===== src/rtl/key_event_pkg.sv =====
// Shared types and default constants for the multi-key event controller.
// Imported by key_event_ch and key_event_ctrl.
package key_event_pkg;

  typedef enum logic [1:0] {
    IDLE = 2'd0,
    HELD = 2'd1,
    LONG = 2'd2
  } key_state_e;

  localparam int DEF_N_KEYS         = 4;
  localparam int DEF_CNT_W          = 12;
  localparam int DEF_DEBOUNCE_TICKS = 20;
  localparam int DEF_LONG_TICKS     = 1000;
  localparam int DEF_REPEAT_TICKS   = 200;

endpackage


===== src/rtl/key_event_ch.sv =====
// One key channel: 2-flop synchroniser, tick-based debounce, and the
// IDLE/HELD/LONG classifier producing press/short/long/repeat pulses.
module key_event_ch
  import key_event_pkg::*;
#(
  parameter int CNT_W          = DEF_CNT_W,
  parameter int DEBOUNCE_TICKS = DEF_DEBOUNCE_TICKS,
  parameter int LONG_TICKS     = DEF_LONG_TICKS,
  parameter int REPEAT_TICKS   = DEF_REPEAT_TICKS
) (
  input  logic clk,
  input  logic rst,
  input  logic en_tick,
  input  logic key_in,
  input  logic repeat_en,
  output logic key_level,
  output logic press_pulse,
  output logic short_pulse,
  output logic long_pulse,
  output logic repeat_pulse
);

  if (DEBOUNCE_TICKS < 1 || DEBOUNCE_TICKS >= (1 << CNT_W)) begin : g_bad_debounce
    $error("key_event_ch: DEBOUNCE_TICKS out of range for CNT_W");
  end
  if (LONG_TICKS < 1 || LONG_TICKS >= (1 << CNT_W)) begin : g_bad_long
    $error("key_event_ch: LONG_TICKS out of range for CNT_W");
  end
  if (REPEAT_TICKS < 1 || REPEAT_TICKS >= (1 << CNT_W)) begin : g_bad_repeat
    $error("key_event_ch: REPEAT_TICKS out of range for CNT_W");
  end

  localparam logic [CNT_W-1:0] DBC_LAST = CNT_W'(DEBOUNCE_TICKS - 1);
  localparam logic [CNT_W-1:0] HC_LAST  = CNT_W'(LONG_TICKS - 1);
  localparam logic [CNT_W-1:0] RC_LAST  = CNT_W'(REPEAT_TICKS - 1);

  logic             sync_q1, sync_q2;
  logic [CNT_W-1:0] dbc_q;
  logic             toggle, rise, fall;

  // The debounce toggle edge is also the FSM's rise/fall event, so a
  // release and a hold threshold can land on the same edge.
  assign toggle = (sync_q2 != key_level) && en_tick && (dbc_q == DBC_LAST);
  assign rise   = toggle && !key_level;
  assign fall   = toggle &&  key_level;

  // NOTE: sequential state uses non-blocking assignments so every flop
  // samples the pre-edge values, independent of statement order.
  always_ff @(posedge clk) begin
    if (rst) begin
      sync_q1   <= 1'b0;
      sync_q2   <= 1'b0;
      key_level <= 1'b0;
      dbc_q     <= '0;
    end else begin
      sync_q1 <= key_in;
      sync_q2 <= sync_q1;
      if (sync_q2 == key_level) begin
        dbc_q <= '0;
      end else if (en_tick) begin
        if (toggle) begin
          key_level <= ~key_level;
          dbc_q     <= '0;
        end else begin
          dbc_q <= dbc_q + 1'b1;
        end
      end
    end
  end

  key_state_e       state_q, state_d;
  logic [CNT_W-1:0] hc_q, hc_d, rc_q, rc_d;
  logic             press_d, short_d, long_d, repeat_d;

  // NOTE: every output of this block gets a default first; a path that
  // leaves one unassigned would otherwise infer a latch.
  always_comb begin
    state_d  = state_q;
    hc_d     = hc_q;
    rc_d     = rc_q;
    press_d  = 1'b0;
    short_d  = 1'b0;
    long_d   = 1'b0;
    repeat_d = 1'b0;
    unique case (state_q)
      IDLE: begin
        if (rise) begin
          state_d = HELD;
          press_d = 1'b1;
          hc_d    = '0;
        end
      end
      HELD: begin
        if (fall) begin
          state_d = IDLE;
          short_d = 1'b1;
        end else if (en_tick) begin
          if (hc_q == HC_LAST) begin
            state_d = LONG;
            long_d  = 1'b1;
            rc_d    = '0;
          end else begin
            hc_d = hc_q + 1'b1;
          end
        end
      end
      LONG: begin
        if (fall) begin
          state_d = IDLE;
        end else if (en_tick) begin
          if (rc_q == RC_LAST) begin
            repeat_d = repeat_en;
            rc_d     = '0;
          end else begin
            rc_d = rc_q + 1'b1;
          end
        end
      end
      default: state_d = IDLE;
    endcase
  end

  always_ff @(posedge clk) begin
    if (rst) begin
      state_q      <= IDLE;
      hc_q         <= '0;
      rc_q         <= '0;
      press_pulse  <= 1'b0;
      short_pulse  <= 1'b0;
      long_pulse   <= 1'b0;
      repeat_pulse <= 1'b0;
    end else begin
      state_q      <= state_d;
      hc_q         <= hc_d;
      rc_q         <= rc_d;
      press_pulse  <= press_d;
      short_pulse  <= short_d;
      long_pulse   <= long_d;
      repeat_pulse <= repeat_d;
    end
  end

endmodule


===== src/rtl/key_event_ctrl.sv =====
// N_KEYS independent key channels sharing one timebase strobe; sits
// between the raw switch pins and the clock's mode blocks.
module key_event_ctrl
  import key_event_pkg::*;
#(
  parameter int N_KEYS         = DEF_N_KEYS,
  parameter int CNT_W          = DEF_CNT_W,
  parameter int DEBOUNCE_TICKS = DEF_DEBOUNCE_TICKS,
  parameter int LONG_TICKS     = DEF_LONG_TICKS,
  parameter int REPEAT_TICKS   = DEF_REPEAT_TICKS
) (
  input  logic              clk,
  input  logic              rst,
  input  logic              en_tick,
  input  logic [N_KEYS-1:0] key_in,
  input  logic [N_KEYS-1:0] repeat_en,
  output logic [N_KEYS-1:0] key_level,
  output logic [N_KEYS-1:0] press_pulse,
  output logic [N_KEYS-1:0] short_pulse,
  output logic [N_KEYS-1:0] long_pulse,
  output logic [N_KEYS-1:0] repeat_pulse
);

  for (genvar i = 0; i < N_KEYS; i++) begin : g_ch
    key_event_ch #(
      .CNT_W          (CNT_W),
      .DEBOUNCE_TICKS (DEBOUNCE_TICKS),
      .LONG_TICKS     (LONG_TICKS),
      .REPEAT_TICKS   (REPEAT_TICKS)
    ) u_ch (
      .clk          (clk),
      .rst          (rst),
      .en_tick      (en_tick),
      .key_in       (key_in[i]),
      .repeat_en    (repeat_en[i]),
      .key_level    (key_level[i]),
      .press_pulse  (press_pulse[i]),
      .short_pulse  (short_pulse[i]),
      .long_pulse   (long_pulse[i]),
      .repeat_pulse (repeat_pulse[i])
    );
  end

endmodule


===== config.mk =====
export PLATFORM = sky130hd
export DESIGN_NAME = key_event_ctrl
export DESIGN_NICKNAME = d
export VERILOG_FILES = /design/src/rtl/key_event_pkg.sv /design/src/rtl/key_event_ch.sv /design/src/rtl/key_event_ctrl.sv
export SDC_FILE = /design/constraint.sdc
export NUM_CORES = 1
export LEC_CHECK = 0
export ABC_AREA = 1
export BUFFER_PORTS_ARGS = -buffer_cell sky130_fd_sc_hd__buf_2
export CAP_MARGIN = 10
export CORE_MARGIN = 8
export CORE_UTILIZATION = 31
export CTS_BUF_LIST = sky130_fd_sc_hd__clkbuf_16
export DETAILED_ROUTE_END_ITERATION = 8
export GPL_TIMING_DRIVEN = 1
export PLACE_DENSITY = 0.53
export SLEW_MARGIN = 20
export SYNTH_ARGS = -nofsm -noshare
export SYNTH_HDL_FRONTEND = slang
export SYNTH_SLANG_ARGS = --single-unit

===== constraint.sdc =====
create_clock -name clk -period 1.5 [get_ports clk]
set_input_delay 0.15 -clock clk [delete_from_list [all_inputs] [get_ports clk]]
set_output_delay 0.15 -clock clk [all_outputs]
set_load 0.1 [all_outputs]

After elaboration in Yosys (flattened, before gate mapping)
Index checks and enable logic that the tools add are counted.
- add/subtract/negate cells: 12
- multipliers: 0
- divide/modulo/power cells: 0
- magnitude comparators: 0
- eq/ne operators: 68
- shifts and indexed selects: 0
- multiplexer cells: 88
- bitwise gates (word level): 25
- reductions and logical operators: 68
- operators with widths (kind ; number):
    12-bit two-way mux ; 44
    12-bit case mux with 2 select lines ; 8
    12-bit by 1-bit adder with 12-bit output, second input constant ; 12
    12-bit by 10-bit == test with 1-bit output, second input constant ; 4
    12-bit by 5-bit == test with 1-bit output, second input constant ; 4
    12-bit by 8-bit == test with 1-bit output, second input constant ; 4
    2-bit two-way mux ; 20
    2-bit != test, second input constant ; 20
    1-bit inverter ; 25
    2-bit by 1-bit != test with 1-bit output, second input constant ; 12
    2-bit case mux with 3 select lines ; 4
    6-bit AND reduction ; 4
    2-bit OR reduction ; 12
    5-bit AND reduction ; 4
    5-bit OR reduction ; 4
    1-bit logical AND ; 16
    4-bit AND reduction ; 4
    2-bit nonzero test ; 8
    4-bit OR reduction ; 4
    1-bit two-way mux ; 12
    3-bit by 1-bit != test with 1-bit output, second input constant ; 4
    3-bit by 2-bit != test with 1-bit output, second input constant ; 4
    3-bit AND reduction ; 4
    2-bit by 1-bit == test with 1-bit output, second input constant ; 4
    other kinds (5) ; 20
- flip-flop bits (word level): 180
- latch bits: 0
- bits in writable memories: 0
- bits in read-only memories: 0
- output and inout bits: 20
- logic and storage cells: 305
- memories: 0

Logic depth before layout (Yosys ltp)
Gate-level depths: netlist of the first run.
- word-level depth: 6
- mapped depth: 14
- mapped depth without buffers: 13

Modules after synthesis
Synthesis of the first run repeated with hierarchy kept, for this count alone.
- cells, all modules: 1511
- area total of the unflattened synthesis: 10298.6 um2
- modules (own cells, without submodules) (module ; times used ; cells each ; area each (um2) ; sequential area each (um2)):
    key_event_ch at g_ch[0].u_ch ... ; 2 ; 377 ; 2573.7 ; 900.9
    key_event_ch at g_ch[3].u_ch ; 1 ; 377 ; 2576.2 ; 900.9
    key_event_ch at g_ch[1].u_ch ; 1 ; 380 ; 2575.0 ; 900.9

Worst setup path after synthesis of the first run
Ideal clock, no wire load.
- path kind: flip-flop to flip-flop
- start point: register g_ch[3].u_ch.hc_q[0]
- end point: register g_ch[3].u_ch.rc_q[10]
- setup time: 0.113 ns
- data arrival time: 1.506 ns
- required time: 1.387 ns
- setup slack: -0.118 ns
- stages on the path, launching flop included: 14
- path buffers: 1
- cell sequence: dfxtp_1 ha_1 nand2_1 inv_2 nand2_1 nor2_1 nand3_1 nand2_1 nand2_1 nor2_1 buf_2 nand2_1 nand2_1 nor2_1
- longest elaborated chain between the ends: 3
- ends and longest elaborated chain (what ; RTL line ; RTL):
    start, declared ; key_event_ch.sv:72 ; logic [CNT_W-1:0] hc_q, hc_d, rc_q, rc_d;
    start signal, assigned ; key_event_ch.sv:126 ; hc_q <= '0;
    start signal, assigned ; key_event_ch.sv:134 ; hc_q <= hc_d;
    12-bit by 10-bit == test with 1-bit output ; key_event_ch.sv:98 ; if (hc_q == HC_LAST) begin
    2-bit by 1-bit != test with 1-bit output (no line) ; -- ;
    6-bit AND reduction (no line) ; -- ;
    end signal, assigned ; key_event_ch.sv:135 ; rc_q <= rc_d;
    end, declared ; key_event_ch.sv:72 ;
Every way passes these cells.
A chain may end at the register's enable or synchronous reset.

Final worst setup path of the first run
- start point: register g_ch[3].u_ch.hc_q[1]
- end point: register g_ch[3].u_ch.rc_q[8]
The elaborated chain is that of the path after synthesis.

==> results.cfg, run 1 <==
[status]
status = finished with violations
violations = setup timing

[clocking]
cts_tree = done
clkLatencyLatePin_ns = 0.45
numCtsBuffers = 17
clockRootBuffer = clkbuf_16
clkSinkCount = 180
h-tree-depth = 4
cts.clk_slew.worst_paths_ns = 0.07
clockBufferDepth = 2

[sta]
tightestPinTransition_ns = 0.4985
skew_ns = 0.01035
final-hold-violation-count = 0
rsz0062_at_grt = true
holdWs_ns = 0.01626
drv_slew = 0
layout_min_cycle_time_ns = 1.635
fmaxAchievable_ghz = 0.6116
setup-violations-final = 100
finalSetupTns_ns = -5.865
fin_crit_sh_pct = 109.0
setup_ws_ns = -0.1350
max_slew_margin_pct = 66.99

[pwr]
vdd_drop_max_v = 0.0008576
p_comb_share_pct = 15.8
power_mw = 11.37
intPower_mw = 8.146
p_seq_share_pct = 43.1
total_leakage_power_nw = 6.013
power.density_mw_per_mm2 = 746.6
swShare_pct = 28.34
p_clk_share_pct = 41.1
switchingPower_mw = 3.221

[cells_and_area]
drive_above_1_share_pct = 38.67
fillCellCount = 3183
layout.nets = 1890
multiInputGateArea_sq_mm = 0.006919
seqCellArea_sq_mm = 0.003641
mostFrequentLayoutCell = nand2_1
fin_util_pct = 47.04
n_antenna_cell = 0
final_cell_mix = nand2_1, buf_4, nor2_1
area_growth_pct = 50.57

[synthesis]
synth_edf_count = 0
yosys.area.top_type = dfxtp_1
ys.flop_type = dfxtp_1
synth_top_area_share_pct = 35.63
async_reset_ff_share_pct = 0
synthTopCellsByArea = dfxtp_1, nand2_1, nor2_1, inv_1, a21oi_1
synth_area_per_cell_sq_um = 6.441
synthDistinctLibCells = 43
syn_nets = 1593
ys_ff_latch = 180
syn_inst = 1570
yosysSeqAreaShare_pct = 35.63
synthesis.area_sq_mm = 0.01011
yosysWarnings = 0

[die]
dieHeight_um = 196.6
die_width_um = 196.6
fp.coreArea_sq_mm = 0.03237
num_rows = 66
initial_core_util_pct = 31.24
ios = 31
dieArea_sq_mm = 0.03866

[critical_path]
cp_max_fo = 5
worstReg2RegEnd = g_ch[3].u_ch.rc_q[8]
critical_path.startpoint_type = flop
reg2reg_from = g_ch[3].u_ch.hc_q[1]
r2r_slack_ns = -0.14
required_ns = 1.84
crit_arrival_ns = 1.98
critPathLaunch = g_ch[3].u_ch.hc_q[1]
ff2ff_path_depth = 13
critPathCapture = g_ch[3].u_ch.rc_q[8]
crit_type = flop to flop
crit_path_end_kind = flop

[placement]
dp.final_hpwl_mm = 19.16
io_buffers = 30
gp_congestion = 0.8500

[global_route]
grt_pass1_wl_mm = 45.75
grt_use_total_pct = 14.01
grt_start_max_net_pins = 28
grt_pass1_vias = 9959
grt_overflow = 0
grt_antenna_before_repair = 0

[routing]
antenna_left = 0
routed_via_density = 4.640
vias = 10775
wl_per_cell_um = 12.29
wirelength_mm = 28.54
first_iter_violations = 468
firstDrtPassIters = 5
drc = 0

[flow_run]
drv_cap = 0

[min_path]
hold_class = primary input to flop
critical path, cell delays in order, from the launching register on:
cell and delay (ns):
dfxtp_2 0.35, ha_4 0.14, nand2_2 0.04, inv_2 0.06
nand2_2 0.06, nor2_4 0.10, nand3_2 0.06, nand2_1 0.08
nand2_2 0.07, nor2_4 0.23, clkbuf_16 0.19, nand2_1 0.05
nand2_1 0.06, nor2_1 0.03
state kept, by name (all words and copies together), names as in the netlist:
name                    flops
g_ch.u_ch.dbc_q            48
g_ch.u_ch.hc_q             48
g_ch.u_ch.key_level         4
g_ch.u_ch.long_pulse        4
g_ch.u_ch.press_pulse       4
g_ch.u_ch.rc_q             48
g_ch.u_ch.repeat_pulse      4
g_ch.u_ch.short_pulse       4
g_ch.u_ch.state_q           8
g_ch.u_ch.sync_q1           4
g_ch.u_ch.sync_q2           4
logic make-up (layout without fill, tap and decap cells):
logic type / after synthesis / after routing / synth area share [%]
xor+xnor: 34 / 34 / 2.945
simple gates: 922 / 924 / 40.21
fa+ha+maj: 12 / 12 / 1.485
flops: 180 / 180 / 35.63
buf+inv: 239 / 547 / 10.17
compound gates: 183 / 183 / 9.552
Yosys cell counts (3+ instances only):
| cell type | count |
|---|---|
| buf_4 | 26 |
| buf_2 | 9 |
| inv_2 | 15 |
| clkbuf_1 | 20 |
| or2_2 | 5 |
| nor3_1 | 47 |
| dfxtp_1 | 180 |
| nand2_1 | 391 |
| nor3b_1 | 14 |
| o21bai_1 | 5 |
| nor2_1 | 266 |
| nand3b_1 | 5 |
| o21ai_1 | 10 |
| a21boi_1 | 3 |
| a31oi_1 | 5 |
| and3_1 | 4 |
| xnor2_1 | 7 |
| buf_6 | 3 |
| inv_1 | 165 |
| nor4_1 | 3 |
| nand3_1 | 113 |
| o21ai_0 | 32 |
| xor2_1 | 27 |
| nand3_2 | 7 |
| nand2_2 | 6 |
| ha_1 | 12 |
| nand4_1 | 38 |
| nor2_4 | 5 |
| a21oi_1 | 120 |
| nor2_2 | 10 |
metrics by stage:
step | worst slack [ns] | instances | cell area, sq um
global route | -0.2345 | 2322 | 15230
global placement | -0.1479 | 2229 | 12550
floorplan | -0.03042 | 1570 | 10260
finish | -0.1350 | 2322 | 15230
CTS | -0.09655 | 2294 | 13850
detailed placement | -0.2097 | 2229 | 12550
repair_timing:
action,in CTS,in global routing
setup endpoints to repair,121,134
cloned,3,7
endpoints found under the hold margin,7,0
buffers inserted,24,26
pin swaps,48,84
hold buffers,7,0
gates resized for setup,109,319
final cells by class:
cell class                 instances  area share (%)
clock inverter                    15           1.109
timing repair buffer             334           18.43
clock buffer                      17           2.794
tap                              442           3.632
inverter                         180           4.602
sequential                       180           23.91
multi-input combinational       1153           45.44
timing repair inverter             1         0.07396
power by group through the flow:
| stage | registers, mW | logic [mW] | clock network (mW) |
|---|---|---|---|
| floorplan | 5.00 | 0.675 | 0 |
| global route | 4.91 | 1.94 | 5.05 |
| detailed placement | 5.00 | 1.21 | 0 |
| finish | 4.90 | 1.79 | 4.68 |
| CTS | 4.90 | 1.28 | 4.83 |
| global placement | 4.99 | 1.21 | 0 |
how the worst min path moves through the flow:
stage | start | to | cells after the start
detailed placement | key_in[2] | g_ch[2].u_ch.sync_q1 | 3
global placement | key_in[2] | g_ch[2].u_ch.sync_q1 | 3
finish | repeat_en[2] | g_ch[2].u_ch.repeat_pulse | 5
CTS | repeat_en[2] | g_ch[2].u_ch.repeat_pulse | 5
global route | repeat_en[2] | g_ch[2].u_ch.repeat_pulse | 5
floorplan | key_in[0] | g_ch[0].u_ch.sync_q1 | 2
layer usage:
| layer | global-route usage (%) | part of all wire, % | vias to the layer above |
|---|---|---|---|
| met5 | 0 | 0 | - |
| met4 | 3.734 | 1.1 | 0 |
| met3 | 2.968 | 2.9 | 28 |
| met2 | 24.64 | 50 | 124 |
| met1 | 17.12 | 46 | 4987 |
| li1 | - | - | 5636 |
Power figures use the tool's default switching activity.
==> run 2: changes to the inputs <==
--- a/config.mk
+++ b/config.mk
@@ -14,6 +14,7 @@
 export DETAILED_ROUTE_END_ITERATION = 8
 export GPL_TIMING_DRIVEN = 1
 export PLACE_DENSITY = 0.53
+export RECOVER_POWER = 50
 export SLEW_MARGIN = 20
 export SYNTH_ARGS = -nofsm -noshare
 export SYNTH_HDL_FRONTEND = slang
==> results.cfg, run 2 (synthesis results as in run 1) <==
[status]
status = finished with violations
violations = setup timing

[global_route]
grt_pass1_wl_mm = 45.75
grt_start_max_net_pins = 28
grt_overflow = 0
grt_antenna_before_repair = 0
grt_use_total_pct = 14.01
grt_pass1_vias = 9959

[pwr]
vdd_drop_max_v = 0.0008571
total_leakage_power_nw = 5.986
p_clk_share_pct = 41.1
switchingPower_mw = 3.221
swShare_pct = 28.34
power.density_mw_per_mm2 = 748.3
intPower_mw = 8.146
p_seq_share_pct = 43.1
p_comb_share_pct = 15.8

[routing]
firstDrtPassIters = 5
antenna_left = 0
first_iter_violations = 462
routed_via_density = 4.630
vias = 10750
drc = 0
wl_per_cell_um = 12.28
wirelength_mm = 28.51

[critical_path]
cp_max_fo = 5
critPathMaxStageDelay_ns = 0.35
required_ns = 1.84
path_buf_inv = 2
critical_path.startpoint_type = flop
cpMaxStageDelayCell = dfxtp_2
cp.depth = 13
crit_type = flop to flop
crit_chain = ha_4 > nand2_2 > inv_2 > nand2_2 > nor2_4 > nand3_2 > nand2_1 > nand2_2 > nor2_4 > clkbuf_16 > nand2_1 > nand2_1 > nor2_1
crit_path_end_kind = flop
ff2ff_path_depth = 13
crit_arrival_ns = 1.98
crit_family = simple AND/OR/NAND/NOR gates

[placement]
placed_cell_area_sq_mm = 0.01255
gp_congestion = 0.8500
dp.final_hpwl_mm = 19.16
io_buffers = 30

[sta]
setup-violations-final = 102
tightestPinTransition_ns = 0.4985
layout_min_cycle_time_ns = 1.637
drv_slew = 0
holdWs_ns = 0.01538
fmaxAchievable_ghz = 0.6110
setup_ws_ns = -0.1367
rsz0062_at_grt = true
max_slew_margin_pct = 66.99
skew_ns = 0.01032
finalSetupTns_ns = -6.003
final-hold-violation-count = 0
fin_crit_sh_pct = 109.1

[cells_and_area]
fillCellCount = 3191
area_growth_pct = 50.22
post-route-cell-area_sq_mm = 0.01519
layout.nets = 1890
fin_util_pct = 46.93
drive_above_1_share_pct = 38.40
mostFrequentLayoutCell = nand2_1
n_antenna_cell = 0
reg_top3 = g_ch.u_ch.dbc_q: 48 flops, g_ch.u_ch.hc_q: 48 flops, g_ch.u_ch.rc_q: 48 flops
final_cell_mix = nand2_1, buf_4, nor2_1

[die]
dieHeight_um = 196.6
ios = 31
num_rows = 66
fp.coreArea_sq_mm = 0.03237
initial_core_util_pct = 31.24
die_width_um = 196.6
dieArea_sq_mm = 0.03866

[clocking]
clkSinkCount = 180
numCtsBuffers = 17
h-tree-depth = 4
clockRootBuffer = clkbuf_16
clockBufferDepth = 2
clkLatencyLatePin_ns = 0.45
cts_tree = done
cts.clk_slew.worst_paths_ns = 0.07

[flow_run]
drv_cap = 0

[min_path]
hold_class = primary input to flop
min_path_cells = 5
## run 2: cell count changes in the layout (fill, tap and decap cells not counted)
| cell | previous run | this run |
|---|---|---|
| dfxtp_2 | 27 | 25 |
| nor3_1 | 36 | 37 |
| buf_12 | 12 | 11 |
| dfxtp_1 | 152 | 154 |
| inv_1 | 150 | 151 |
| buf_4 | 253 | 252 |
| nor4_4 | 2 | 1 |
| nor3_2 | 10 | 9 |
| inv_2 | 27 | 26 |
| clkbuf_1 | 0 | 1 |
| clkbuf_2 | 0 | 1 |
| nor4_2 | 1 | 2 |
## run 2: path summary, 6_finish.rpt
| kind | start | to | slack (ns) |
|---|---|---|---|
| setup / recovery | g_ch[3].u_ch.hc_q[1] | g_ch[3].u_ch.rc_q[8] | -0.14 |
| hold / removal | repeat_en[2] | g_ch[2].u_ch.repeat_pulse | 0.02 |
| setup reg to reg | g_ch[3].u_ch.hc_q[1] | g_ch[3].u_ch.rc_q[8] | -0.14 |
| hold reg to reg | g_ch[2].u_ch.sync_q1 | g_ch[2].u_ch.sync_q2 | 0.41 |
## run 2: area by class of cell
cell class	instances	area [sq um]	share of cell area (%)
Clock buffer	17	425.4	2.800
Inverter	180	700.7	4.612
Timing Repair Buffer	334	2788	18.35
Timing Repair inverter	1	11.26	0.07413
Sequential cell	180	3638	23.95
Clock inverter	15	168.9	1.112
Multi-Input combinational cell	1153	6905	45.46
Tap cell	442	553.0	3.641
## run 2: timing repair
| action | CTS | global route |
|---|---|---|
| hold endpoints to repair | 7 | 0 |
| hold buffers | 7 | 0 |
| pin swaps | 48 | 84 |
| gates cloned | 3 | 7 |
| endpoints found under the setup margin | 121 | 134 |
| gates resized for setup | 109 | 319 |
| buffers inserted | 24 | 26 |
## run 2: through the flow
stage	cells	power (mW)	setup slack, ns
floorplan	1570	5.671	-0.03042
global placement	2229	6.204	-0.1479
detailed placement	2229	6.212	-0.2097
CTS	2294	11.01	-0.09655
global route	2322	11.90	-0.2345
finish	2322	11.37	-0.1367
## run 2: worst min-delay path: stages
cell and delay, ns:
buf_2 0.10, nand2_1 0.05, nor3_1 0.04, nand2_1 0.05, inv_1 0.03
## run 2: per-layer routing
layer  share of wire [%]  global-route usage (%)
met1                  46                   17.12
met2                  50                   24.64
met3                 2.9                   2.968
met4                 1.1                   3.734
met5                   0                       0
## run 2: power by group through the flow
stage	sequential (mW)	clock, mW	combinational [mW]
floorplan	5.00	0	0.675
global placement	4.99	0	1.21
detailed placement	5.00	0	1.21
CTS	4.90	4.83	1.28
global route	4.91	5.05	1.94
finish	4.90	4.67	1.79
==> run 3: changes to the inputs <==
--- a/config.mk
+++ b/config.mk
@@ -19,3 +19,4 @@
 export SYNTH_ARGS = -nofsm -noshare
 export SYNTH_HDL_FRONTEND = slang
 export SYNTH_SLANG_ARGS = --single-unit
+export TNS_END_PERCENT = 20
==> results.cfg, run 3 (synthesis results as in run 1) <==
[status]
status = finished with violations
violations = setup timing

[sta]
final-hold-violation-count = 0
skew_ns = 0.009800
setup_ws_ns = -0.1012
fmaxAchievable_ghz = 0.6245
layout_min_cycle_time_ns = 1.601
fin_crit_sh_pct = 106.7
rsz0062_at_grt = true
setup-violations-final = 63
drv_slew = 0
tightestPinTransition_ns = 0.9558
max_slew_margin_pct = 36.28

[clocking]
clkSinkCount = 180
numCtsBuffers = 17
clkLatencyLatePin_ns = 0.44
clockRootBuffer = clkbuf_16
cts.clk_slew.worst_paths_ns = 0.07
cts_tree = done
clockBufferDepth = 2
h-tree-depth = 4

[min_path]
hold_end = g_ch[3].u_ch.dbc_q[2]
min_path_cells = 5
hold_class = primary input to flop
hp-start = en_tick

[global_route]
grt_start_max_net_pins = 28
grt_antenna_before_repair = 0
grt_use_total_pct = 13.87
grt_pass1_wl_mm = 45.52
grt_overflow = 0
grt_pass1_vias = 10156

[die]
dieHeight_um = 196.6
dieArea_sq_mm = 0.03866
ios = 31
initial_core_util_pct = 31.24
num_rows = 66
die_width_um = 196.6
fp.coreArea_sq_mm = 0.03237

[critical_path]
crit_type = flop to flop
critical_path.startpoint_type = flop
worstReg2RegEnd = g_ch[3].u_ch.hc_q[10]
required_ns = 1.84
critPathMaxStageDelay_ns = 0.35
r2r_slack_ns = -0.10
cpMaxStageDelayCell = dfxtp_2
crit_arrival_ns = 1.94
crit_chain = ha_4 > nand2_4 > inv_2 > nand2_2 > nor2_4 > nand3_2 > nand2_2 > inv_2 > nor2_4 > buf_6 > nand2_1 > nand2_1 > nor2_1
ff2ff_path_depth = 13
cp_max_fo = 7
reg2reg_from = g_ch[3].u_ch.dbc_q[1]
path_buf_inv = 3
crit_family = simple AND/OR/NAND/NOR gates
crit_path_end_kind = flop

[cells_and_area]
area_growth_pct = 39.66
layout.nets = 1871
reg_top3 = g_ch.u_ch.dbc_q: 48 flops, g_ch.u_ch.hc_q: 48 flops, g_ch.u_ch.rc_q: 48 flops
drive_above_1_share_pct = 29.98
fillCellCount = 3383
fin_util_pct = 43.63
post-route-cell-area_sq_mm = 0.01412
n_antenna_cell = 0
seqCellArea_sq_mm = 0.003626
mostFrequentLayoutCell = nand2_1
final_cell_mix = nand2_1, buf_4, nor2_1
multiInputGateArea_sq_mm = 0.006203

[routing]
firstDrtPassIters = 5
antenna_left = 0
drc = 0
wirelength_mm = 26.33
first_iter_violations = 452
wl_per_cell_um = 11.43
vias = 10418
routed_via_density = 4.524

[pwr]
vdd_drop_max_v = 0.0008424
power.density_mw_per_mm2 = 754.8
power_mw = 10.66
total_leakage_power_nw = 5.607

[placement]
dp.final_hpwl_mm = 19.28
io_buffers = 30
gp_congestion = 0.8629
placed_cell_area_sq_mm = 0.01254

[flow_run]
drv_cap = 0
-- run 3: changes by cell type in the layout (fill, tap and decap cells not counted), sizes merged --
| cell | previous run | this run |
|---|---|---|
| buf | 320 | 288 |
| clkbuf | 24 | 39 |
| clkinv | 4 | 8 |
| clkinvlp | 3 | 4 |
| dlygate4sd3 | 7 | 8 |
| inv | 187 | 181 |
| nand3 | 121 | 120 |
| nand3b | 7 | 6 |
-- run 3: per-layer routing --
| metal | routed length [um] | global-route usage (%) |
|---|---|---|
| met1 | 12990 | 17.21 |
| met2 | 12210 | 23.98 |
| met3 | 827 | 3.155 |
| met4 | 299 | 3.594 |
| met5 | 0 | 0 |
-- run 3: worst reg2reg max path: stages (launching register included) --
cell and delay (ns):
dfxtp_2 0.35, ha_4 0.15, nand2_4 0.05, inv_2 0.06, nand2_2 0.06, nor2_4 0.18
nand3_2 0.11, nand2_2 0.11, inv_2 0.05, nor2_4 0.10, buf_6 0.13, nand2_1 0.05
nand2_1 0.05, nor2_1 0.04
-- run 3: timing repair --
action / CTS / global route
gates resized for setup: 111 / 118
endpoints found under the hold margin: 8 / 0
buffers inserted: 14 / 5
endpoints found under the setup margin: 111 / 134
pin swaps: 54 / 54
hold buffers: 8 / 0
gates cloned: 1 / 0
-- run 3: layout make-up --
class | count | area share (%)
clock buffers | 17 | 3.012
clock inverters | 15 | 1.010
repair buffers | 318 | 17.62
inverters | 180 | 4.837
well taps | 442 | 3.916
flip-flops and latches | 180 | 25.68
multi-input cells | 1151 | 43.93
-- run 3: how the worst max path moves through the flow --
stage	start	to	slack, ns	depth (start not counted)
after floorplan	g_ch[1].u_ch.hc_q[0]	g_ch[1].u_ch.rc_q[7]	-0.04	11
after global placement	g_ch[3].u_ch.dbc_q[1]	g_ch[3].u_ch.hc_q[4]	-0.16	10
after detailed placement	g_ch[1].u_ch.hc_q[0]	g_ch[1].u_ch.hc_q[2]	-0.19	11
after CTS	g_ch[2].u_ch.hc_q[1]	g_ch[2].u_ch.rc_q[7]	-0.11	10
after global routing	g_ch[3].u_ch.dbc_q[0]	g_ch[3].u_ch.hc_q[0]	-0.22	12
final	g_ch[3].u_ch.dbc_q[1]	g_ch[3].u_ch.hc_q[10]	-0.10	13
-- run 3: through the flow --
| stage | hold slack, ns | setup WS [ns] | setup TNS, ns | instances |
|---|---|---|---|---|
| floorplan | 0.2570 | -0.04053 | -1.021 | 1570 |
| global placement | 0.3576 | -0.1565 | -7.781 | 2243 |
| CTS | 0.1905 | -0.1088 | -3.606 | 2298 |
| global route | 0.2269 | -0.2154 | -13.67 | 2303 |
| detailed placement | 0.3583 | -0.1864 | -10.70 | 2243 |
| finish | 0.2063 | -0.1012 | -2.866 | 2303 |
-- run 3: where the power goes --
part           leakage (nW)  switching (mW)  internal [mW]
Sequential             1.46          0.0557           4.85
Clock                 0.271            2.01           2.43
Combinational          3.88           0.754          0.559
Total                  5.61            2.82           7.84
